--- config.mk ---
export PLATFORM = sky130hd
export DESIGN_NAME = laser_range_avg_flat
export DESIGN_NICKNAME = d
export VERILOG_FILES = /design/src/rtl/laser_range_avg_pkg.sv /design/src/rtl/laser_range_avg_if.sv /design/src/rtl/laser_range_dp.sv /design/src/rtl/laser_range_avg.sv /design/src/flat_wrapper.sv
export SDC_FILE = /design/constraint.sdc
export NUM_CORES = 1
export LEC_CHECK = 0
export ABC_CLOCK_PERIOD_IN_PS = 4600
export CORE_ASPECT_RATIO = 1.4
export CORE_MARGIN = 4
export CORE_UTILIZATION = 50
export DETAILED_ROUTE_END_ITERATION = 8
export HOLD_SLACK_MARGIN = 0.12
export PLACE_DENSITY = 0.7
export SLEW_MARGIN = 20
export SYNTH_ARGS = -nofsm -noshare
export SYNTH_HDL_FRONTEND = slang
export SYNTH_HIERARCHICAL = 1
export SYNTH_SLANG_ARGS = --single-unit
--- constraint.sdc ---
create_clock -name clk -period 4.6 [get_ports clk]
set_input_delay 0.92 -clock clk [delete_from_list [all_inputs] [get_ports clk]]
set_output_delay 0.92 -clock clk [all_outputs]
set_load 0.01 [all_outputs]
--- src/rtl/laser_range_avg_pkg.sv ---
// Shared types for the laser range averager: FSM state encoding and shot-count sizing.
// Latency: n/a (declarations only).
// Backpressure: n/a.
package laser_range_avg_pkg;

  // Controller states; the encoding is fixed so waveforms read the same across revisions.
  typedef enum logic [1:0] {
    S_IDLE = 2'd0,
    S_FIRE = 2'd1,
    S_WAIT = 2'd2,
    S_DONE = 2'd3
  } state_t;

  // The shot counter gets one spare bit so it exists even when a burst is a single shot.
  function automatic int shot_w(input int log2navg);
    return log2navg + 1;
  endfunction

endpackage

--- src/rtl/laser_range_avg_if.sv ---
// Control/result bundle between the front-end controller and the range averager.
// Latency: n/a (wires only).
// Backpressure: none; valid is a one-cycle pulse, busy tells the master when start is ignored.
interface laser_range_avg_if #(
  parameter int WIDTH = 16
);
  logic             start;
  logic             clr;
  logic             echo;
  logic             laser;
  logic             busy;
  logic             valid;
  logic             timeout;
  logic [WIDTH-1:0] D;

  modport master (output start, clr, echo, input laser, busy, valid, timeout, D);
  modport slave  (input start, clr, echo, output laser, busy, valid, timeout, D);
endinterface

--- src/rtl/laser_range_dp.sv ---
// Datapath: echo counter, round-trip accumulator, shot counter and distance register.
// Latency: every strobe takes effect on the next rising edge.
// Backpressure: none; the FSM owns all sequencing.
module laser_range_dp
  import laser_range_avg_pkg::*;
#(
  parameter int WIDTH    = 16,
  parameter int LOG2NAVG = 2,
  parameter int TIMEOUT  = 16'hFFFF
) (
  input  logic             clk,
  input  logic             rst_n,
  input  logic             ctr_clr,
  input  logic             ctr_inc,
  input  logic             acc_clr,
  input  logic             acc_add,
  input  logic             d_load,
  input  logic             d_clr,
  output logic             last_shot,
  output logic             at_timeout,
  output logic [WIDTH-1:0] d
);
  localparam int SHOT_W = shot_w(LOG2NAVG);
  localparam int ACC_W  = WIDTH + LOG2NAVG;
  localparam int NAVG   = 1 << LOG2NAVG;

  logic [WIDTH-1:0]  ctr_q;
  logic [ACC_W-1:0]  acc_q;
  logic [SHOT_W-1:0] shot_q;

  // Echo delay counter: zeroed on each shot, advanced while waiting.
  always_ff @(posedge clk or negedge rst_n) begin
    if (!rst_n)       ctr_q <= '0;
    else if (ctr_clr) ctr_q <= '0;
    else if (ctr_inc) ctr_q <= ctr_q + 1'b1;
  end

  // Accumulator and shot count move together: every hit adds its delay and counts once.
  always_ff @(posedge clk or negedge rst_n) begin
    if (!rst_n) begin
      acc_q  <= '0;
      shot_q <= '0;
    end else if (acc_clr) begin
      acc_q  <= '0;
      shot_q <= '0;
    end else if (acc_add) begin
      acc_q  <= acc_q + ACC_W'(ctr_q);
      shot_q <= shot_q + 1'b1;
    end
  end

  // Published distance: average round trip halved, fractional part dropped.
  always_ff @(posedge clk or negedge rst_n) begin
    if (!rst_n)      d <= '0;
    else if (d_clr)  d <= '0;
    else if (d_load) d <= WIDTH'(acc_q >> (LOG2NAVG + 1));
  end

  assign last_shot  = (shot_q == SHOT_W'(NAVG - 1));
  assign at_timeout = (ctr_q == WIDTH'(TIMEOUT - 1));

endmodule

--- src/rtl/laser_range_avg.sv ---
// Laser range averager: fires NAVG shots, times each echo, publishes (sum/NAVG)/2.
// Latency: start in T -> laser in T+1; valid at T+1+sum(k_i+2)+1.
// Backpressure: start is ignored while busy; clr aborts any burst at once.
module laser_range_avg
  import laser_range_avg_pkg::*;
#(
  parameter int WIDTH    = 16,
  parameter int LOG2NAVG = 2,
  parameter int TIMEOUT  = 16'hFFFF
) (
  input  logic                clk,
  input  logic                rst_n,
  laser_range_avg_if.slave    bus
);
  state_t     state_q;
  logic       valid_q;
  logic       timeout_q;
  logic       ctr_clr, ctr_inc, acc_clr, acc_add, d_load, d_clr;
  logic       last_shot, at_timeout;
  logic [WIDTH-1:0] d;

  laser_range_dp #(
    .WIDTH    (WIDTH),
    .LOG2NAVG (LOG2NAVG),
    .TIMEOUT  (TIMEOUT)
  ) u_dp (
    .clk        (clk),
    .rst_n      (rst_n),
    .ctr_clr    (ctr_clr),
    .ctr_inc    (ctr_inc),
    .acc_clr    (acc_clr),
    .acc_add    (acc_add),
    .d_load     (d_load),
    .d_clr      (d_clr),
    .last_shot  (last_shot),
    .at_timeout (at_timeout),
    .d          (d)
  );

  // Datapath strobes decoded from the current state; clr wins over everything.
  always_comb begin
    ctr_clr = 1'b0;
    ctr_inc = 1'b0;
    acc_clr = 1'b0;
    acc_add = 1'b0;
    d_load  = 1'b0;
    d_clr   = 1'b0;
    if (bus.clr) begin
      acc_clr = 1'b1;
      d_clr   = 1'b1;
    end else begin
      case (state_q)
        S_IDLE: acc_clr = bus.start;
        S_FIRE: ctr_clr = 1'b1;
        S_WAIT: begin
          if (bus.echo)         acc_add = 1'b1;
          else if (!at_timeout) ctr_inc = 1'b1;
        end
        S_DONE: d_load = 1'b1;
        default: ;
      endcase
    end
  end

  // Controller FSM plus the registered valid pulse and sticky timeout flag.
  always_ff @(posedge clk or negedge rst_n) begin
    if (!rst_n) begin
      state_q   <= S_IDLE;
      valid_q   <= 1'b0;
      timeout_q <= 1'b0;
    end else begin
      valid_q <= 1'b0;
      if (bus.clr) begin
        state_q   <= S_IDLE;
        timeout_q <= 1'b0;
      end else begin
        case (state_q)
          S_IDLE: begin
            if (bus.start) begin
              state_q   <= S_FIRE;
              timeout_q <= 1'b0;
            end
          end
          S_FIRE: state_q <= S_WAIT;
          S_WAIT: begin
            // A hit on the last counted cycle still counts; echo beats timeout.
            if (bus.echo) begin
              state_q <= last_shot ? S_DONE : S_FIRE;
            end else if (at_timeout) begin
              timeout_q <= 1'b1;
              state_q   <= S_IDLE;
            end
          end
          S_DONE: begin
            valid_q <= 1'b1;
            state_q <= S_IDLE;
          end
          default: state_q <= S_IDLE;
        endcase
      end
    end
  end

  assign bus.laser   = (state_q == S_FIRE);
  assign bus.busy    = (state_q != S_IDLE);
  assign bus.valid   = valid_q;
  assign bus.timeout = timeout_q;
  assign bus.D       = d;

endmodule

--- src/flat_wrapper.sv ---
// flat-port wrapper written by rule: the top's interface ports become plain ports
module laser_range_avg_flat import laser_range_avg_pkg::*;
#(
  parameter int WIDTH    = 16,
  parameter int LOG2NAVG = 2,
  parameter int TIMEOUT  = 16'hFFFF
)
  (clk, rst_n, bus_start, bus_clr, bus_echo, bus_laser, bus_busy, bus_valid, bus_timeout, bus_D);
  laser_range_avg_if #(.WIDTH(WIDTH)) bus_i ();
  input  logic clk;
  input  logic rst_n;
  input wire logic [$bits(bus_i.start)-1:0] bus_start;
  input wire logic [$bits(bus_i.clr)-1:0] bus_clr;
  input wire logic [$bits(bus_i.echo)-1:0] bus_echo;
  output wire logic [$bits(bus_i.laser)-1:0] bus_laser;
  output wire logic [$bits(bus_i.busy)-1:0] bus_busy;
  output wire logic [$bits(bus_i.valid)-1:0] bus_valid;
  output wire logic [$bits(bus_i.timeout)-1:0] bus_timeout;
  output wire logic [$bits(bus_i.D)-1:0] bus_D;
  assign bus_i.start = bus_start;
  assign bus_i.clr = bus_clr;
  assign bus_i.echo = bus_echo;
  assign bus_laser = bus_i.laser;
  assign bus_busy = bus_i.busy;
  assign bus_valid = bus_i.valid;
  assign bus_timeout = bus_i.timeout;
  assign bus_D = bus_i.D;
  laser_range_avg #(.WIDTH(WIDTH), .LOG2NAVG(LOG2NAVG), .TIMEOUT(TIMEOUT)) u_core (.clk(clk), .rst_n(rst_n), .bus(bus_i));
endmodule
==> results of run 1 <==
[cell type report]
cell class / count / area (µm²) / area share [%]
clock buffer: 6 / 82.6 / 2.23
multi-input combinational: 257 / 1790 / 48.4
timing repair buffer: 26 / 248 / 6.68
clock inverter: 2 / 38.8 / 1.05
sequential: 56 / 1400 / 37.8
tap: 72 / 90.1 / 2.43
inverter: 14 / 52.6 / 1.42
[power by group through the flow]
stage,Clock (W),Combinational [W],Sequential (W)
6_report,0.000338,0.0000619,0.000507
5_1_grt,0.000369,0.0000697,0.000508
4_1_cts,0.000347,0.0000635,0.000507
3_5_place_dp,0,0.0000628,0.000517
3_3_place_gp,0,0.0000616,0.000516
2_1_floorplan,0,0.0000357,0.000515
[state kept, by name (all words and copies together) (netlist names)]
register,cells
u_core/u_dp/acc_q,18
u_core/u_dp/d,15
u_core/bus.valid,1
u_core/bus.timeout,1
u_core/u_dp/shot_q,3
u_core/u_dp/ctr_q,16
u_core/state_q,2
[cells by family (layout without fill, tap and decap cells)]
family / Yosys count / in the layout
AOI/OAI and AO/OA: 66 / 66
DFF: 56 / 56
xor gates and xnor gates: 27 / 27
other: 1 / 1
buffers and inverters: 24 / 48
muxes: 25 / 25
adders and majority gates: 21 / 21
and+or+nand+nor: 117 / 117
[worst max-delay path, cell delays in order]
cell and delay, ns:
sky130_fd_sc_hd__clkdlybuf4s50_1 0.50, sky130_fd_sc_hd__and2b_1 0.63, sky130_fd_sc_hd__o211ai_1 0.22, sky130_fd_sc_hd__nor3_1 0.52
sky130_fd_sc_hd__nand3_1 0.20, sky130_fd_sc_hd__xor2_1 0.18, sky130_fd_sc_hd__nor2_1 0.06
[worst min path at each step]
stage | endpoint | slack (ns) | depth (start not counted)
global route | u_core/u_dp/d[6]$_DFFE_PN0P_ | 0.56 | 2
CTS | u_core/u_dp/d[6]$_DFFE_PN0P_ | 0.53 | 2
global placement | u_core/u_dp/d[10]$_DFFE_PN0P_ | 0.50 | 2
finish | u_core/u_dp/d[6]$_DFFE_PN0P_ | 0.53 | 2
floorplan | u_core/u_dp/acc_q[13]$_DFFE_PN0P_ | 0.48 | 2
detailed placement | u_core/u_dp/d[6]$_DFFE_PN0P_ | 0.51 | 2
[metrics by stage]
step                      hold slack [ns]  setup WS (ns)  total power, W
after floorplan                     0.475           2.28        0.000550
after detailed placement            0.510           1.18        0.000580
final                               0.530           1.54        0.000906
after global placement              0.501           1.31        0.000578
after global routing                0.562           1.37        0.000946
after CTS                           0.534           1.52        0.000917
[Yosys cell counts, types with 6 or more instances]
master and count:
sky130_fd_sc_hd__nand3_1 7, sky130_fd_sc_hd__xnor2_1 12, sky130_fd_sc_hd__ha_1 20, sky130_fd_sc_hd__inv_1 14, sky130_fd_sc_hd__mux2i_1 24, sky130_fd_sc_hd__nand2b_1 6
sky130_fd_sc_hd__a211oi_1 7, sky130_fd_sc_hd__o21ai_0 10, sky130_fd_sc_hd__nand4_1 8, sky130_fd_sc_hd__nor3_1 6, sky130_fd_sc_hd__a21oi_1 18, sky130_fd_sc_hd__xor2_1 15
sky130_fd_sc_hd__nand2_1 17, sky130_fd_sc_hd__dfrtp_1 56, sky130_fd_sc_hd__nor2_1 55
[per-layer routing]
layer	track usage, %	up-vias	wire length (µm)	part of all wire [%]
met2	35.1	33	3810	55
met4	5.57	0	138	2.0
met3	2.86	10	179	2.6
met1	19.2	1223	2850	41
li1	-	1234	-	-
met5	0	-	0	0
[cell usage in the layout, fill, tap and decap left out, drive strengths merged, types with 2 or more instances in the layout]
cell type	n
a211o	2
a211oi	7
a21o	5
a21oi	19
a31oi	2
and4	2
and4bb	2
buf	4
clkbuf	6
clkdlybuf4s50	22
dfrtp	56
ha	20
inv	14
mux2i	24
nand2	17
nand2b	6
nand3	7
nand4	8
nor2	55
nor2b	2
nor3	6
nor3b	2
o211ai	5
o21ai	14
o221ai	2
o22a	2
o22ai	2
or3	4
xnor2	12
xor2	15
==> impl_summary.log, run 1 <==
INFO  metric die_y = 104 µm
INFO  metric postCtsSetupRepairBufs = 0
INFO  metric postCtsHoldBufs = 0
INFO  metric ioPinCount = 25
INFO  metric clock_h_tree_levels = 2
INFO  metric number_of_enable_flip_flop_cells_after_synthesis = 0
INFO  metric r2r_start = u_core/u_dp/ctr_q[4]$_DFFE_PN0P_
INFO  metric first_global_vias = 2526
INFO  metric synth_top_cell_area_share = 42.6%
INFO  metric critPathCaptureType = flip-flop
INFO  metric final_layout_size_suffix_gt1_share = 6.37%
INFO  metric synth-seq-cells = 56
INFO  metric final.fill_count = 555
INFO  metric gp_routability_congestion = 0.843
INFO  metric area_fraction_in_compound_gates_after_synthesis = 14.1%
INFO  metric post_synthesis_to_final_layout_area_growth = 12.6%
INFO  metric worstSkewPairLatency = 0.31 ns
INFO  metric clock_pin_slew_worst_setup_and_hold_paths = 0.10 ns
INFO  metric track_usage = 17.9%
INFO  metric standard_cell_core_area = 6300 µm²
INFO  metric setup-tns-final = 0 ns
INFO  metric cp-endpoint = u_core/u_dp/ctr_q[13]$_DFFE_PN0P_
INFO  metric first_pass_grt_wire_length = 11.7 mm
INFO  metric critical_path.max_fanout = 18
INFO  metric ys_top_cells_by_area = sky130_fd_sc_hd__dfrtp_1 (43%), sky130_fd_sc_hd__ha_1 (7.6%), sky130_fd_sc_hd__mux2i_1 (7.3%)
INFO  metric rsz_0062_raised_after_global_routing = false
INFO  metric wirelength = 6.98 mm
INFO  metric via_per_inst = 5.77
INFO  metric postPlaceCellArea = 3580 µm²
INFO  metric synthesis.area = 3290 µm²
INFO  metric power_report.internal_total = 0.000698 W
INFO  metric tritoncts.num_buffers = 5
INFO  metric skew = 0.00764 ns
INFO  metric combPwrFrac = 6.8%
INFO  metric postSynth.asyncResetShare = 100%
INFO  metric nets = 386
INFO  metric grt_antenna_before_repair = 0
INFO  metric net-switching-power = 0.000208 W
INFO  metric max_freq = 327 MHz
INFO  metric holdCritStartpoint = u_core/u_dp/d[6]$_DFFE_PN0P_
INFO  metric netlist_instances = 337
INFO  metric worst_pin_slew = 0.713 ns
INFO  metric regToRegEndpoint = u_core/u_dp/ctr_q[13]$_DFFE_PN0P_
INFO  metric dp.final_hpwl = 5.15 mm
INFO  metric utilization = 58.9%
INFO  metric sequential_share_of_power = 55.9%
INFO  metric timing.max_cap.violations = 0
INFO  metric routed_length_per_placed_instance = 16.1 µm
INFO  metric synthSimpleGateAreaFrac = 17.3%
INFO  metric post_layout_nonfiller_instances = 433
INFO  metric first_drt_iteration_drcs = 57
INFO  metric power.leakage = 1.65 nW
INFO  metric sw_frac_of_total = 23.0%
INFO  metric path_class = in -> reg
INFO  metric port-buffer-count = 23
INFO  metric dr_total_vias = 2500
INFO  metric grt.overflow.total = 0
INFO  metric type_of_element_launching_the_critical_path = input port
INFO  metric final_hold_viol_count = 0
INFO  metric initial_utilization = 52.3%
INFO  metric drcViolationCount = 0
INFO  metric cts-root-to-sink-buffers = 2
INFO  metric hold_crit_class = reg -> reg
INFO  metric required_time_worst_endpoint = 4.77 ns
INFO  metric most_common_flop_cell_mapped_by_yosys = sky130_fd_sc_hd__dfrtp_1
INFO  metric placed_cells = 425
INFO  metric post-route-min-period = 3.06 ns
INFO  metric drt-pass1-iter-count = 4
INFO  metric cts.sinks = 56
INFO  metric synth_fa_ha_area_share = 8.21%
INFO  metric pwr_density_cell = 245 nW/µm²
INFO  metric post_cts_repair_resize_count = 0
INFO  metric post-route-period-util = 66.5%
INFO  metric diodes = 0
INFO  metric status = finished, final reports clean
INFO  metric grt_max_degree = 57
INFO  metric synth_xor_area_share = 7.19%
INFO  metric synth.avg_cell_area = 9.76 µm²
INFO  metric ys.warnings.count = 6
INFO  metric synth_mux_area_share = 7.64%
INFO  metric dieArea = 7960 µm²
INFO  metric setup_violations = 0
INFO  metric crit_arrival = 3.23 ns
INFO  metric cts-root-buf = sky130_fd_sc_hd__clkbuf_8
INFO  metric proportion_of_power_drawn_by_the_clock_network = 37.2%
INFO  metric critical_path.startpoint = bus_clr
INFO  metric max_slew_margin = 52.5%
INFO  metric rows = 34
INFO  metric ant_nets = 0
INFO  metric synth_area_leader_cell = sky130_fd_sc_hd__dfrtp_1
INFO  metric timing.reg2reg.worst_path_depth = 11
INFO  metric yosysSeqAreaShare = 42.6%
INFO  metric die_w = 76.6 µm
INFO  metric syn_nets = 363
INFO  metric worst_ir_drop_vdd = 0.181 mV
INFO  metric ys_types = 53
INFO  metric tritoncts = yes
INFO  metric main_combinational_cell_family_by_area_after_synthesis = simple AND/OR/NAND/NOR gates
INFO  metric maxSlewViolCount = 0
INFO  metric post-route-cell-area = 3710 µm²
INFO  metric setup.reg_to_reg.worst_slack = 1.83 ns
(Power assumes the default switching activity.)
==> inputs of run 2 (changes only) <==
--- a/config.mk
+++ b/config.mk
@@ -5,13 +5,13 @@
 export SDC_FILE = /design/constraint.sdc
 export NUM_CORES = 1
 export LEC_CHECK = 0
-export ABC_CLOCK_PERIOD_IN_PS = 4600
+export ABC_CLOCK_PERIOD_IN_PS = 2700
 export CORE_ASPECT_RATIO = 1.4
 export CORE_MARGIN = 4
 export CORE_UTILIZATION = 50
 export DETAILED_ROUTE_END_ITERATION = 8
 export HOLD_SLACK_MARGIN = 0.12
-export PLACE_DENSITY = 0.7
+export PLACE_DENSITY = 0.73
 export SLEW_MARGIN = 20
 export SYNTH_ARGS = -nofsm -noshare
 export SYNTH_HDL_FRONTEND = slang
==> constraint.sdc (replaced) <==
create_clock -name clk -period 2.7 [get_ports clk]
set_input_delay 0.54 -clock clk [delete_from_list [all_inputs] [get_ports clk]]
set_output_delay 0.54 -clock clk [all_outputs]
set_load 0.01 [all_outputs]
==> run 2 against run 1 <==
  * Non-clock buffer count grew 12
  * Count of clock-buffer cells in the layout grew 1
  * Routed wire length grew 1.0%
  * Sequential share of layout area shrank 0.90 points
  * Final area grew 2.7%
  * Clock skew shrank 0.0010 ns
  * Utilization grew 1.6 points
  * Cell count grew 2.8%
  * Critical endpoint is now u_core/u_dp/ctr_q[12]$_DFFE_PN0P_
  * Highest routed layer unchanged
==> impl_summary.log, run 2 (synthesis gave the netlist of run 1 again) <==
INFO  metric status = finished, final reports clean
INFO  metric power.leakage = 1.71 nW
INFO  metric initial_utilization = 52.3%
INFO  metric cts-root-buf = sky130_fd_sc_hd__clkbuf_8
INFO  metric drt-pass1-iter-count = 4
INFO  metric diodes = 0
INFO  metric largest_register_ff_count = 18
INFO  metric timing.reg2reg.worst_path_depth = 12
INFO  metric tritoncts = yes
INFO  metric first_drt_iteration_drcs = 118
INFO  metric gp_routability_congestion = 0.875
INFO  metric register_with_the_highest_flop_count = u_core/u_dp/acc_q
INFO  metric r2r_start = u_core/u_dp/ctr_q[7]$_DFFE_PN0P_
INFO  metric nets = 398
INFO  metric sequential_share_of_power = 59.5%
INFO  metric power_report.internal_total = 0.00110 W
INFO  metric postPlaceCellArea = 3630 µm²
INFO  metric worstSkewPairLatency = 0.31 ns
INFO  metric setup-tns-final = 0 ns
INFO  metric critPathCaptureType = flip-flop
INFO  metric type_of_element_launching_the_critical_path = flip-flop
INFO  metric tritoncts.num_buffers = 5
INFO  metric proportion_of_power_drawn_by_the_clock_network = 32.5%
INFO  metric first_pass_grt_wire_length = 12.3 mm
INFO  metric final_layout_size_suffix_gt1_share = 11.0%
INFO  metric post-route-min-period = 2.47 ns
INFO  metric first_global_vias = 2572
INFO  metric maxSlewViolCount = 0
INFO  metric crit_arrival = 2.67 ns
INFO  metric sw_frac_of_total = 24.2%
INFO  metric max_freq = 405 MHz
INFO  metric port-buffer-count = 23
INFO  metric clock_pin_slew_worst_setup_and_hold_paths = 0.09 ns
INFO  metric dp.final_hpwl = 5.35 mm
INFO  metric via_per_inst = 5.78
INFO  metric crit_slowest_cell = sky130_fd_sc_hd__dfrtp_1
INFO  metric grt_max_degree = 30
INFO  metric standard_cell_core_area = 6300 µm²
INFO  metric post-route-cell-area = 3810 µm²
INFO  metric grt.overflow.total = 0
INFO  metric utilization = 60.5%
INFO  metric timing.max_cap.violations = 0
INFO  metric skew = 0.00665 ns
INFO  metric cts.sinks = 56
INFO  metric post_synthesis_to_final_layout_area_growth = 15.7%
INFO  metric final_hold_viol_count = 0
INFO  metric drcViolationCount = 0
INFO  metric layout.cells.most_common_list = sky130_fd_sc_hd__nor2_1 (53), sky130_fd_sc_hd__dfrtp_1 (53), sky130_fd_sc_hd__mux2i_1 (24), sky130_fd_sc_hd__clkdlybuf4s50_1 (22), sky130_fd_sc_hd__ha_1 (20)
INFO  metric pwr_density_cell = 382 nW/µm²
INFO  metric hold_crit_class = in -> async
INFO  metric grt_antenna_before_repair = 0
INFO  metric setup_violations = 0
INFO  metric critPathMaxStageDelay = 0.42 ns
INFO  metric dieArea = 7960 µm²
INFO  metric wirelength = 7.05 mm
INFO  metric worst_pin_slew = 0.659 ns
INFO  metric rsz_0062_raised_after_global_routing = false
INFO  metric clock_h_tree_levels = 2
INFO  metric required_time_worst_endpoint = 2.90 ns
INFO  metric combPwrFrac = 8.0%
INFO  metric die_y = 104 µm
INFO  metric ant_nets = 0
INFO  metric routed_length_per_placed_instance = 15.8 µm
INFO  metric ioPinCount = 25
INFO  metric max_slew_margin = 56.1%
INFO  metric critical_path.max_fanout = 5
INFO  metric die_w = 76.6 µm
INFO  metric top_regs = u_core/u_dp/acc_q: 18 flops, u_core/u_dp/ctr_q: 16 flops, u_core/u_dp/d: 15 flops
INFO  metric rows = 34
INFO  metric cts-root-to-sink-buffers = 2
INFO  metric track_usage = 18.8%
INFO  metric regToRegEndpoint = u_core/u_dp/ctr_q[12]$_DFFE_PN0P_
INFO  metric setup.reg_to_reg.worst_slack = 0.23 ns
INFO  metric path_class = reg -> reg
INFO  metric dr_total_vias = 2572
INFO  metric timing.critical_path.cells = and4_1, nand4_1, nor3_2, nand3_1, nor2_2, and4bb_1, o211ai_1, buf_4, or2_2, nor3_1, xnor2_1, nor2_1
INFO  metric worst_ir_drop_vdd = 0.409 mV
INFO  metric post-route-period-util = 91.4%
INFO  metric net-switching-power = 0.000352 W
==> run 2: cell count changes in the layout (fill, tap and decap cells not counted), sizes merged <==
cell / before / now
buf: 4 / 16
bufinv: 1 / 0
clkbuf: 6 / 7
clkinv: 1 / 0
clkinvlp: 0 / 1
==> run 2: area by class of cell <==
cell class / instances / area [µm²]
Fill cell: 547 / 2490
Multi-Input combinational cell: 257 / 1810
Sequential cell: 56 / 1410
Timing Repair Buffer: 38 / 350
Tap cell: 72 / 90.1
Clock buffer: 7 / 86.3
Inverter: 14 / 52.6
Clock inverter: 1 / 7.51
==> run 2: power groups by stage <==
stage / sequential (W) / clock, W / combinational [W]
finish: 0.000865 / 0.000472 / 0.000116
global route: 0.000866 / 0.000526 / 0.000132
CTS: 0.000864 / 0.000489 / 0.000114
detailed placement: 0.000881 / 0 / 0.000114
global placement: 0.000880 / 0 / 0.000112
floorplan: 0.000877 / 0 / 0.0000608
==> run 2: how the worst max path moves through the flow <==
stage                                           startpoint                                 to  slack (ns)  cells after the start
after detailed placement  u_core/u_dp/ctr_q[4]$_DFFE_PN0P_  u_core/u_dp/ctr_q[15]$_DFFE_PN0P_        0.07                     11
after global routing      u_core/u_dp/ctr_q[7]$_DFFE_PN0P_  u_core/u_dp/ctr_q[12]$_DFFE_PN0P_        0.03                     12
after floorplan           u_core/u_dp/ctr_q[4]$_DFFE_PN0P_  u_core/u_dp/ctr_q[11]$_DFFE_PN0P_        0.41                     11
final                     u_core/u_dp/ctr_q[7]$_DFFE_PN0P_  u_core/u_dp/ctr_q[12]$_DFFE_PN0P_        0.23                     12
after global placement    u_core/u_dp/ctr_q[4]$_DFFE_PN0P_  u_core/u_dp/ctr_q[15]$_DFFE_PN0P_        0.17                     11
after CTS                 u_core/u_dp/ctr_q[4]$_DFFE_PN0P_   u_core/u_dp/ctr_q[7]$_DFFE_PN0P_        0.06                     11
==> run 2: critical path, delay by kind of cell (launching register included) <==
family / cells / cell delay [ns]
and+or+nand+nor: 9 / 1.47
DFF: 1 / 0.42
AOI/OAI and AO/OA: 1 / 0.18
buffers and inverters: 1 / 0.16
xor gates and xnor gates: 1 / 0.13
==> run 2: timing repair <==
action / in CTS / in global routing
hold buffers: 0 / 0
setup buffers: 0 / 8
gates resized for setup: 0 / 8
setup endpoints to repair: 0 / 12
==> run 2: metrics by stage <==
step | hold WS, ns | power [W] | cells | setup WS (ns)
2_1_floorplan | 0.244 | 0.000938 | 337 | 0.414
3_3_place_gp | 0.501 | 0.000992 | 429 | 0.169
3_5_place_dp | 0.516 | 0.000995 | 429 | 0.0696
4_1_cts | 0.273 | 0.00147 | 437 | 0.0574
5_1_grt | 0.290 | 0.00152 | 445 | 0.0338
6_report | 0.251 | 0.00145 | 445 | 0.232
==> run 2: metal layers <==
metal / wire length, µm / vias to the layer above / GRT usage [%]
met5: 0 / - / 0
met1: 2940 / 1259 / 22.2
met2: 3770 / 41 / 33.9
li1: - / 1260 / -
met3: 158 / 12 / 2.60
met4: 177 / 0 / 7.38
==> inputs of run 3 (changes only) <==
--- a/config.mk
+++ b/config.mk
@@ -10,8 +10,10 @@
 export CORE_MARGIN = 4
 export CORE_UTILIZATION = 50
 export DETAILED_ROUTE_END_ITERATION = 8
+export GPL_TIMING_DRIVEN = 0
 export HOLD_SLACK_MARGIN = 0.12
 export PLACE_DENSITY = 0.73
+export RECOVER_POWER = 50
 export SLEW_MARGIN = 20
 export SYNTH_ARGS = -nofsm -noshare
 export SYNTH_HDL_FRONTEND = slang
==> run 3 against run 2 <==
  * Setup slack worse by 0.061 ns
  * Register-to-register slack worse by 0.06 ns
  * Worst hold slack better by 0.27 ns
  * Non-clock buffer count is 1 higher
  * Die area stayed put
  * Power is 3.5% lower
  * Routed wire length is 0.98% lower
  * Largest cell class unchanged
  * Largest power group unchanged
  * Highest routed layer unchanged
==> impl_summary.log, run 3 (synthesis gave the netlist of run 1 again) <==
INFO  metric critPathMaxStageDelay = 0.41 ns
INFO  metric diodes = 0
INFO  metric crit_slowest_cell = sky130_fd_sc_hd__dfrtp_1
INFO  metric multi_input_comb_area = 1820 µm²
INFO  metric standard_cell_core_area = 6300 µm²
INFO  metric port-buffer-count = 23
INFO  metric final.fill_count = 550
INFO  metric critPathBufInv = 1
INFO  metric status = finished, final reports clean
INFO  metric type_of_element_launching_the_critical_path = flip-flop
INFO  metric critical_path.startpoint = u_core/u_dp/ctr_q[6]$_DFFE_PN0P_
INFO  metric path_class = reg -> reg
INFO  metric post-route-cell-area = 3760 µm²
INFO  metric max_freq = 395 MHz
INFO  metric first_drt_iteration_drcs = 107
INFO  metric grt.overflow.total = 0
INFO  metric clock_pin_slew_worst_setup_and_hold_paths = 0.09 ns
INFO  metric ioPinCount = 25
INFO  metric drcViolationCount = 0
INFO  metric holdCritStartpoint = u_core/u_dp/d[9]$_DFFE_PN0P_
INFO  metric via_per_inst = 5.77
INFO  metric skew = 0.00837 ns
INFO  metric worst_path_most_repeated_cell = sky130_fd_sc_hd__nand4_1
INFO  metric post_synthesis_to_final_layout_area_growth = 14.1%
INFO  metric register_with_the_highest_flop_count = u_core/u_dp/acc_q
INFO  metric worst_pin_slew = 1.38 ns
INFO  metric gp_routability_congestion = 0.901
INFO  metric timing.critical_path.cells = and4_1, nand4_1, nor3_2, nand3_1, nor2_2, and4bb_4, o211ai_1, buf_4, nor3_4, nand4_1, xor2_1, nor2_1
INFO  metric grt_antenna_before_repair = 0
INFO  metric nets = 399
INFO  metric clock_h_tree_levels = 2
INFO  metric top_regs = u_core/u_dp/acc_q: 18 flops, u_core/u_dp/ctr_q: 16 flops, u_core/u_dp/d: 15 flops
INFO  metric post_layout_nonfiller_instances = 445
INFO  metric most_common_cell_after_layout_fill_and_taps_aside = sky130_fd_sc_hd__nor2_1
INFO  metric critPathCaptureType = flip-flop
INFO  metric routed_length_per_placed_instance = 15.7 µm
INFO  metric dieArea = 7960 µm²
INFO  metric cp_top_family = simple AND/OR/NAND/NOR gates
INFO  metric timing.max_cap.violations = 0
INFO  metric placed_cells = 432
INFO  metric cts-root-to-sink-buffers = 2
INFO  metric drt-pass1-iter-count = 4
INFO  metric cts-root-buf = sky130_fd_sc_hd__clkbuf_8
INFO  metric largest_register_ff_count = 18
INFO  metric worstSkewPairLatency = 0.30 ns
INFO  metric rows = 34
INFO  metric wirelength = 6.98 mm
INFO  metric required_time_worst_endpoint = 2.88 ns
INFO  metric first_global_vias = 2574
INFO  metric crit_arrival = 2.71 ns
INFO  metric die_w = 76.6 µm
INFO  metric tritoncts = yes
INFO  metric die_y = 104 µm
INFO  metric critical_path.max_fanout = 7
INFO  metric initial_utilization = 52.3%
INFO  metric hold_crit_class = reg -> reg
INFO  metric setup_violations = 0
INFO  metric post-route-period-util = 93.7%
INFO  metric tritoncts.num_buffers = 5
INFO  metric ant_nets = 0
INFO  metric maxSlewViolCount = 0
INFO  metric r2r_start = u_core/u_dp/ctr_q[6]$_DFFE_PN0P_
INFO  metric postPlaceCellArea = 3610 µm²
INFO  metric cts.sinks = 56
INFO  metric first_pass_grt_wire_length = 12.1 mm
INFO  metric dr_total_vias = 2567
INFO  metric final_layout_size_suffix_gt1_share = 9.38%
INFO  metric power.leakage = 1.71 nW
INFO  metric setup.reg_to_reg.worst_slack = 0.17 ns
INFO  metric grt_max_degree = 57
INFO  metric final_hold_viol_count = 0
INFO  metric worst_ir_drop_vdd = 0.207 mV
INFO  metric postCtsHoldBufs = 0
INFO  metric post-route-min-period = 2.53 ns
INFO  metric pwr_density_cell = 373 nW/µm²
INFO  metric max_slew_margin = 8.01%
INFO  metric track_usage = 18.4%
INFO  metric dp.final_hpwl = 5.25 mm
INFO  metric layout.cells.most_common_list = sky130_fd_sc_hd__nor2_1 (54), sky130_fd_sc_hd__dfrtp_1 (53), sky130_fd_sc_hd__mux2i_1 (24), sky130_fd_sc_hd__ha_1 (20), sky130_fd_sc_hd__a21oi_1 (18)
INFO  metric register_area = 1410 µm²
[run 3: cell count changes in the layout (fill, tap and decap cells not counted), sizes merged]
cell | previous run | this run
buf | 16 | 11
clkdlybuf4s50 | 22 | 14
dlygate4sd3 | 0 | 8
clkinv | 0 | 1
clkbuf | 7 | 12
clkinvlp | 1 | 0
[run 3: worst min-delay path, cell delays in order, from the launching register on]
cell                      delay (ns)
sky130_fd_sc_hd__dfrtp_1        0.35
sky130_fd_sc_hd__mux2i_1        0.06
sky130_fd_sc_hd__nor2_1         0.07
[run 3: area by class of cell]
| type | count | area share (%) |
|---|---|---|
| plain buffers | 10 | 1.20 |
| clock buffers | 6 | 1.93 |
| clock inverters | 1 | 0.133 |
| inverters | 14 | 1.40 |
| multi-input cells | 257 | 48.3 |
| flip-flops and latches | 56 | 37.4 |
| well taps | 72 | 2.40 |
| repair buffers | 29 | 7.20 |
[run 3: metrics by stage]
step                total power, W  hold slack (ns)  util, %  TNS [ns]  worst slack [ns]
global route               0.00147            0.541     59.7   -0.0188           -0.0188
finish                     0.00140            0.522     59.7         0             0.171
floorplan                 0.000938            0.244        -         0             0.414
detailed placement        0.000989            0.514     57.3     -2.73            -0.339
CTS                        0.00142            0.305     58.8         0            0.0318
global placement          0.000986            0.502     57.4    -36.98            -0.622
[run 3: routing by layer]
metal / track usage (%) / routed length, µm / up-vias
li1: - / - / 1263
met2: 31.8 / 3610 / 51
met4: 7.38 / 250 / 0
met3: 2.77 / 202 / 22
met1: 22.9 / 2920 / 1231
met5: 0 / 0 / -
[run 3: final timing paths]
kind / cells after the start / to
max in group asynchronous: 1 / u_core/u_dp/ctr_q[7]$_DFFE_PN0P_
min: 2 / u_core/u_dp/d[9]$_DFFE_PN0P_
max reg2reg: 12 / u_core/u_dp/ctr_q[7]$_DFFE_PN0P_
max: 12 / u_core/u_dp/ctr_q[7]$_DFFE_PN0P_
min in group asynchronous: 1 / u_core/u_dp/ctr_q[9]$_DFFE_PN0P_
min reg2reg: 2 / u_core/u_dp/d[9]$_DFFE_PN0P_
[run 3: power by group]
group | switching [W] | internal, W | leakage (nW) | total [W]
sequential | 0.0000163 | 0.000848 | 0.775 | 0.000865
combinational | 0.0000714 | 0.0000386 | 0.893 | 0.000110
clock | 0.000250 | 0.000177 | 0.0410 | 0.000427
total | 0.000337 | 0.00106 | 1.71 | 0.00140
[run 3: what timing repair did]
action	4_1_cts	5_1_grt
endpoints found under the setup margin	9	13
setup buffers	0	6
gates resized for setup	4	6
pin swaps	0	4
